--- config.mk ---
export PLATFORM = sky130hd
export DESIGN_NAME = lfsr_gen
export DESIGN_NICKNAME = d
export VERILOG_FILES = /design/src/rtl/lfsr_gen.sv
export SDC_FILE = /design/constraint.sdc
export NUM_CORES = 1
export LEC_CHECK = 0
export ABC_AREA = 1
export CORE_MARGIN = 3
export CORE_UTILIZATION = 54
export CTS_BUF_LIST = sky130_fd_sc_hd__clkbuf_8
export DETAILED_ROUTE_END_ITERATION = 16
export HOLD_SLACK_MARGIN = 0.06
export PLACE_DENSITY = 0.95
export SYNTH_ARGS = -nofsm -noshare
export SYNTH_HDL_FRONTEND = slang
export SYNTH_SLANG_ARGS = --single-unit
--- constraint.sdc ---
create_clock -name clk -period 4.1 [get_ports clk]
set_clock_uncertainty 0.15 [all_clocks]
set_input_delay 0.82 -clock clk [delete_from_list [all_inputs] [get_ports clk]]
set_output_delay 0.82 -clock clk [all_outputs]
set_load 0.01 [all_outputs]
--- src/rtl/lfsr_gen.sv ---
// lfsr_gen: parametrised Fibonacci/Galois LFSR pattern generator.
// Supports step enable, runtime seed load, all-zero lockup recovery and
// measurement of the cycle length back to the most recent start state.
module lfsr_gen #(
    parameter int unsigned      WIDTH  = 4,
    parameter logic [WIDTH-1:0] TAPS   = 4'b1100,
    parameter bit               GALOIS = 1'b0,
    parameter logic [WIDTH-1:0] SEED   = 4'b0001
) (
    input  logic             clk,
    input  logic             reset,
    input  logic             en,
    input  logic             load,
    input  logic [WIDTH-1:0] load_value,
    output logic [WIDTH-1:0] shift_value,
    output logic             out_bit,
    output logic [WIDTH-1:0] step_count,
    output logic [WIDTH-1:0] period_len,
    output logic             period_done,
    output logic             lockup
);

    // State the sequence started from; a period completes when we return here.
    logic [WIDTH-1:0] start_value;
    logic [WIDTH-1:0] next_value;
    logic [WIDTH-1:0] step_inc;
    logic             fib_fb;

    // Serial output is the MSB of the current state.
    assign out_bit  = shift_value[WIDTH-1];
    assign step_inc = step_count + WIDTH'(1);

    // Combinational one-step successor of the current state.
    always_comb begin
        next_value = '0;
        fib_fb     = 1'b0;
        if (GALOIS) begin
            next_value = {shift_value[WIDTH-2:0], 1'b0}
                       ^ (shift_value[WIDTH-1] ? TAPS : '0);
        end else begin
            fib_fb     = ^(shift_value & TAPS);
            next_value = {shift_value[WIDTH-2:0], fib_fb};
        end
    end

    // State register, period tracking and one-cycle status pulses.
    always_ff @(posedge clk or negedge reset) begin
        if (!reset) begin
            shift_value <= SEED;
            start_value <= SEED;
            step_count  <= '0;
            period_len  <= '0;
            period_done <= 1'b0;
            lockup      <= 1'b0;
        end else begin
            // Pulses default low so they never stretch beyond one cycle.
            period_done <= 1'b0;
            lockup      <= 1'b0;
            if (load) begin
                step_count <= '0;
                if (load_value == '0) begin
                    // A zero seed would lock the LFSR; substitute SEED.
                    shift_value <= SEED;
                    start_value <= SEED;
                    lockup      <= 1'b1;
                end else begin
                    shift_value <= load_value;
                    start_value <= load_value;
                end
            end else if (en) begin
                if (shift_value == '0) begin
                    // Corrupted into the all-zero state: recover to SEED.
                    shift_value <= SEED;
                    start_value <= SEED;
                    step_count  <= '0;
                    lockup      <= 1'b1;
                end else begin
                    shift_value <= next_value;
                    if (next_value == start_value) begin
                        period_done <= 1'b1;
                        period_len  <= step_inc;
                        step_count  <= '0;
                    end else begin
                        step_count <= step_inc;
                    end
                end
            end
        end
    end

endmodule

==> key figures <==
Timing
  • Fmax: 424.5 MHz
  • Final setup viols: 0
  • Worst Tran Pin Value: 0.8092 ns
  • Setup TNS: 0 ns
  • RSZ-0062 raised after global routing: false
  • Final hold viol count: 0
  • Min cycle time layout: 2.356 ns
  • Max-slew headroom: 0.4589
  • Final Cycle Share: 0.5746
  • Fin. max-slew vios: 0

Global routing
  • Met2 Track Usage GR: 0.3394
  • Initial antenna violation count: 0
  • Met3 Resource Use GR: 0.02761
  • First-pass GRT wire length: 3822 um
  • Vias in the first global route: 878
  • Largest net degree at the start of global routing: 19
  • Total gr overflow: 0
  • Met1 Track Usage GR: 0.2610
  • GRT Overall Usage: 0.2069
  • Top Usage Layer GRT: met2

Floorplanning
  • Starting Density: 0.6083
  • Top Ports: 23
  • Width of the chip: 48.38 um
  • Core area: 0.001594 sq mm
  • Cell Rows: 14
  • Die Y: 48.38 um
  • Full die area: 0.002340 sq mm

Critical path
  • Levels on crit path: 1
  • Crit Path Category: flip-flop to output pin
  • FF-to-FF setup slack: 2.39 ns
  • Peak per-stage delay on the critical path: 0.59 ns
  • Worst EP arrival: 1.39 ns
  • WP buf/inv: 1
  • CP Max Fanout: 6
  • Critical path required time: 3.13 ns
  • Crit. End Element: output pin
  • R2R Path Start: shift_value[2]$_DFFE_PN0P_
  • Path depth of the worst reg2reg path: 9
  • Reg2reg end: step_count[2]$_DFFE_PN0P_
  • Slowest-stage cell, CP: dfstp_2
  • CP top delay family: flip-flops
  • Startpoint Class: flip-flop
  • Worst path cell trace: clkdlybuf4s50_1

Worst hold path
  • HP Start: period_len[3]$_DFFE_PN0P_
  • Hold Path End: period_len[3]$_DFFE_PN0P_
  • Hold Path Cell Cnt: 2
  • Worst hold path class: flip-flop to flip-flop

Logic synthesis
  • Top cells by area, synth: dfrtp_1 (41%), nand2_1 (15%), nor2_8 (6.2%), inv_1 (5.8%), dfstp_2 (5.4%)
  • Syn nets: 126
  • Synth top area share: 0.4129
  • Most common flop cell mapped by yosys: dfrtp_1
  • Commonest cells in the netlist: nand2_1 (40), dfrtp_1 (16), inv_1 (15)
  • Average size of a mapped cell: 8.359 sq um
  • Warnings, synthesis: 0
  • Cell count after synthesis: 116
  • Seq/Total Area, Yosys: 0.4671
  • Cell Area, Synth: 969.7 sq um
  • Yosys top cell by area: dfrtp_1
  • Top-count cell post-synth: nand2_1
  • Synth cell types: 17
  • #FFs+latches synth: 18
  • EDFF count, synth: 0
  • Asr flop ratio synth: 1.000

Detailed routing
  • Wirelength, routed: 2343 um
  • WL/cell: 14.20 um
  • DRT Pass-1 Iters: 4
  • Drt initial violations: 34
  • Post-DRT Antenna Nets: 0
  • # DRC: 0
  • Via density: 5.467
  • Vias post-DR: 902

Placement
  • DP HPWL: 1693 um
  • Dpl cells: 161
  • Port Buffers: 22
  • GP Congestion: 0.9289

Run
  • Max-Cap Viols: 0

Clocking
  • Worst skew pair latency: 0.24 ns
  • Clk slew on worst S/H paths: 0.07 ns
  • Post-CTS Setup Inserts: 0
  • PostCTS Resize Cnt: 0
  • CTS tree: yes
  • Hold_buf cts: 0
  • Clk sinks: 18
  • Clock Path Buffers: 2
  • Inserted Clock Buffers: 3
  • Max H-tree Level: 1
  • Clock root cell: clkbuf_8

Final layout
  • Antenna cells: 0
  • Reg area: 452.9 sq um
  • Area of the multi-input gates: 449.2 sq um
  • Area growth, synth to finish: 30.71%
  • Finished Layout Cells: 165
  • Fraction of layout cells with a size suffix above 1: 0.1206
  • # fillers: 105
  • Final net count: 152

Run status
  • Status: complete, no violations

Pwr
  • Power, Total: 0.0005121 W
  • PD cells: 404.0 mW/mm^2
  • Worst vdd ir: 0.2568 mV
  • Static leakage power: 0.6458 nW
metrics by stage:
step,hold WS [ns],cell area [sq um],utilization,setup slack (ns)
5_1_grt,0.3576,1267,0.7951,1.694
2_1_floorplan,0.3301,969.7,-,2.494
3_5_place_dp,0.3190,1212,0.7606,1.814
3_3_place_gp,0.3043,1212,0.7606,1.865
4_1_cts,0.3353,1267,0.7951,1.745
6_report,0.3346,1267,0.7951,1.744
state kept, by name, summed over array words and instances (netlist names):
| name | flops |
|---|---|
| lockup | 1 |
| period_done | 1 |
| period_len | 4 |
| shift_value | 4 |
| start_value | 4 |
| step_count | 4 |
cell families after synthesis:
group	synth area share
and+or+nand+nor	0.3600
AOI/OAI and AO/OA	0.06838
buffers and inverters	0.06967
xor gates and xnor gates	0.009034
DFF	0.4671
adders and majority gates	0.02580
final cells by class:
type                       count  share of cell area
tap                           24             0.02369
clock buffer                   4             0.04344
multi-input combinational     81              0.3544
sequential                    18              0.3574
inverter                      16             0.04738
timing repair buffer          22              0.1737
how the worst max path moves through the flow:
| stage | startpoint | end | slack (ns) |
|---|---|---|---|
| after floorplan | load | period_len[2]$_DFFE_PN0P_ | 2.49 |
| after global placement | load | period_len[1]$_DFFE_PN0P_ | 1.87 |
| after detailed placement | load | period_len[1]$_DFFE_PN0P_ | 1.81 |
| after CTS | shift_value[0]$_DFFE_PN1P_ | shift_value[0] | 1.74 |
| after global routing | shift_value[0]$_DFFE_PN1P_ | shift_value[0] | 1.69 |
| final | shift_value[0]$_DFFE_PN1P_ | shift_value[0] | 1.74 |
layer usage:
| layer | share of wire | vias to the layer above | wire (um) |
|---|---|---|---|
| met5 | 0 | - | 0 |
| met4 | 0.050 | 0 | 118 |
| met3 | 0.070 | 14 | 165 |
| met2 | 0.49 | 48 | 1151 |
| met1 | 0.39 | 422 | 907 |
| li1 | - | 418 | - |
power breakdown:
| group | internal [W] | leakage (nW) | switching (W) |
|---|---|---|---|
| Clock | 0.0000850 | 0.0288 | 0.0000544 |
| Sequential | 0.000202 | 0.230 | 0.0000185 |
| Combinational | 0.0000669 | 0.387 | 0.0000856 |
| Total | 0.000354 | 0.646 | 0.000159 |
placed cells by master (no fill, tap or decap), drive strengths merged:
| cell type | n |
|---|---|
| clkbuf | 4 |
| dfrtp | 16 |
| xor2 | 1 |
| nor2 | 8 |
| inv | 16 |
| clkdlybuf4s50 | 22 |
| ha | 2 |
| nand2 | 45 |
| o21ai | 8 |
| nand3 | 9 |
| dfstp | 2 |
| o211ai | 3 |
| nand4 | 5 |
No activity file was read; power rests on OpenSTA's default activity.
==> patch, RTL diff (config.mk and constraints unchanged) <==
Register the inputs `en`, `load` and `load_value` before use. The logic sees them one clock later.
--- a/src/rtl/lfsr_gen.sv
+++ b/src/rtl/lfsr_gen.sv
@@ -21,2 +21,12 @@
 );
+
+    logic en_q;
+    logic load_q;
+    logic [WIDTH-1:0] load_value_q;
+
+    always_ff @(posedge clk) begin
+        en_q         <= en;
+        load_q       <= load;
+        load_value_q <= load_value;
+    end
 
@@ -58,5 +68,5 @@
             lockup      <= 1'b0;
-            if (load) begin
+            if (load_q) begin
                 step_count <= '0;
-                if (load_value == '0) begin
+                if (load_value_q == '0) begin
                     // A zero seed would lock the LFSR; substitute SEED.
@@ -66,6 +76,6 @@
                 end else begin
-                    shift_value <= load_value;
-                    start_value <= load_value;
+                    shift_value <= load_value_q;
+                    start_value <= load_value_q;
                 end
-            end else if (en) begin
+            end else if (en_q) begin
                 if (shift_value == '0) begin
Behaviour: not the same (a bounded check fails within 4 cycles, from zero or initial values and one cycle with reset low).
==> patch against the original RTL <==
  * Final area rose by 9.1%
  * Total power rose by 16%
  * Clock power rose by 14%
  * Sequential power rose by 30%
  * Synthesized area rose by 13%
  * Register-to-register slack improved by 0.02 ns
  * Hold slack got worse by 0.0044 ns
  * Setup slack improved by 0.0069 ns
  * Critical path depth did not move
  * Wire length fell by 0.94%
  * Sequential cell count rose by 6
  * Critical endpoint unchanged
==> patch: results (changes against the original RTL) <==
- LEAKAGE: 0.686 nW (was 0.646 nW)
- Share of layout cells above drive strength 1: 16.0% (was 12.1%)
- DRT iter0 DRCs: 33 (was 34)
- Routed vias/inst: 5.36 (was 5.47)
- Worst Hold Launch: period_len[0]$_DFFE_PN0P_ (was period_len[3]$_DFFE_PN0P_)
- VDD IR max: 0.327 mV (was 0.257 mV)
- EDFF count, synth: 0 (unchanged)
- Clock Latency Late Sink: 0.26 ns (was 0.24 ns)
- GP Congestion: 0.866 (was 0.929)
- Seq/Total Area, Yosys: 52.5% (was 46.7%)
- Fill count: 144 (was 105)
- CP max stage delay: 0.57 ns (was 0.59 ns)
- Area grow syn2layout: 26.7% (was 30.7%)
- Post_cts resized: 0 (unchanged)
- Post-synth top cells: 36 x nand2_1, 16 x dfrtp_1, 10 x inv_1, 8 x nand3_1 (was 40 x nand2_1, 16 x dfrtp_1, 15 x inv_1, 8 x nand3_1, 7 x o21ai_0)
- Maximum fanout along the worst path: 5 (was 6)
- Async SR Flop Fraction: 75.0% (was 100%)
- Dpl hpwl: 1.77 mm (was 1.69 mm)
- Synth top area cells: dfrtp_1 37%, nand2_1 12%, dfxtp_1 11%, dfstp_2 4.8%, nand3_1 3.7% (was dfrtp_1 41%, nand2_1 15%, nor2_8 6.2%, inv_1 5.8%, dfstp_2 5.4%)
- Root Buffer: clkbuf_8 (unchanged)
- CP arrival: around 1.4 ns
- XOR/XNOR Fraction of Synth Area: 0.803% (was 0.903%)
- NumNets Final: 155 (was 152)
- Clk buf depth: 2 (unchanged)
- DR WL/cell: 13.7 um (was 14.2 um)
- Max H-tree Level: 1 (unchanged)
- Crit end category: primary output (unchanged)
- Sw frac: 29.8% (was 31.0%)
- Post-route ant nets: 0 (unchanged)
- Yosys warns: 0 (unchanged)
- Distinct cells, synth: 21 (was 17)
- Net Count, Synth: 130 (was 126)
- Critical path launch point: shift_value[0]$_DFFE_PN1P_ (unchanged)
- Pre-antenna DRT Iters: 4 (unchanged)
- GRT Resource Usage Total: 21.0% (was 20.7%)
- Max_slew headroom: 46.4% (was 45.9%)
- Via count of the first global-routing pass: 888 (was 878)
- Initial antenna violation count: 0 (unchanged)
- Post-CTS Setup Inserts: 0 (unchanged)
- Hold Path Class: reg -> reg (unchanged)
- Status: finished clean (unchanged)
- First-pass GRT wire length: 4.10 mm (was 3.82 mm)
- Synth Area in Compound Gates: 5.28% (was 6.84%)
- Synth Area in Adders: 2.29% (was 2.58%)
- CP delay by family, top: flip-flops (unchanged)
-- patch: tightest hold or removal path, cell delays in order (launching register included) --
cell and delay, ns:
dfrtp_1 0.35, nand2_1 0.06, nand2_1 0.05
-- patch: cell type report --
class | count | area [um^2] | share of cell area, %
clock buffer | 4 | 55.1 | 3.98
inverter | 16 | 61.3 | 4.43
multi-input combinational | 78 | 442 | 31.9
sequential | 24 | 573 | 41.4
tap | 25 | 31.3 | 2.26
timing repair buffer | 22 | 220 | 15.9
-- patch: through the flow --
stage               std cells  power (mW)  instance area [um^2]  setup slack (ns)  util (%)
finish                    169       0.596                  1380              1.75      75.9
CTS                       169       0.598                  1380              1.75      75.9
floorplan                 120       0.376                  1090              2.55         -
global route              169       0.625                  1380              1.70      75.9
global placement          165       0.432                  1330              2.05      72.9
detailed placement        165       0.442                  1330              2.05      72.9
-- patch: path summary, 6_finish.rpt --
path / slack [ns] / depth (start not counted) / end
min in group asynchronous: 0.86 / 1 / period_len[2]$_DFFE_PN0P_
max in group asynchronous: 2.44 / 1 / shift_value[1]$_DFFE_PN0P_
min reg2reg: 0.33 / 2 / period_len[0]$_DFFE_PN0P_
max reg2reg: 2.41 / 9 / step_count[3]$_DFFE_PN0P_
max: 1.75 / 1 / shift_value[0]
min: 0.33 / 2 / period_len[0]$_DFFE_PN0P_
-- patch: layer usage --
metal  track usage (%)  vias up  wire [um]
met2              34.5       42       1170
li1                  -      430          -
met1              26.5      429        956
met4              6.73        0         21
met5                 0        -          0
met3              6.12        4        170
-- patch: power by group through the flow --
stage	clock, mW	sequential (mW)	combinational (mW)
floorplan	0	0.295	0.0806
global placement	0	0.289	0.144
detailed placement	0	0.290	0.152
CTS	0.160	0.285	0.153
global route	0.169	0.290	0.166
finish	0.158	0.286	0.152
-- patch: logic make-up after synthesis --
logic type                 count (synthesis)
and+or+nand+nor                           65
DFF                                       24
buffers and inverters                     18
AOI/OAI and AO/OA                         10
adders and majority gates                  2
xor gates and xnor gates                   1
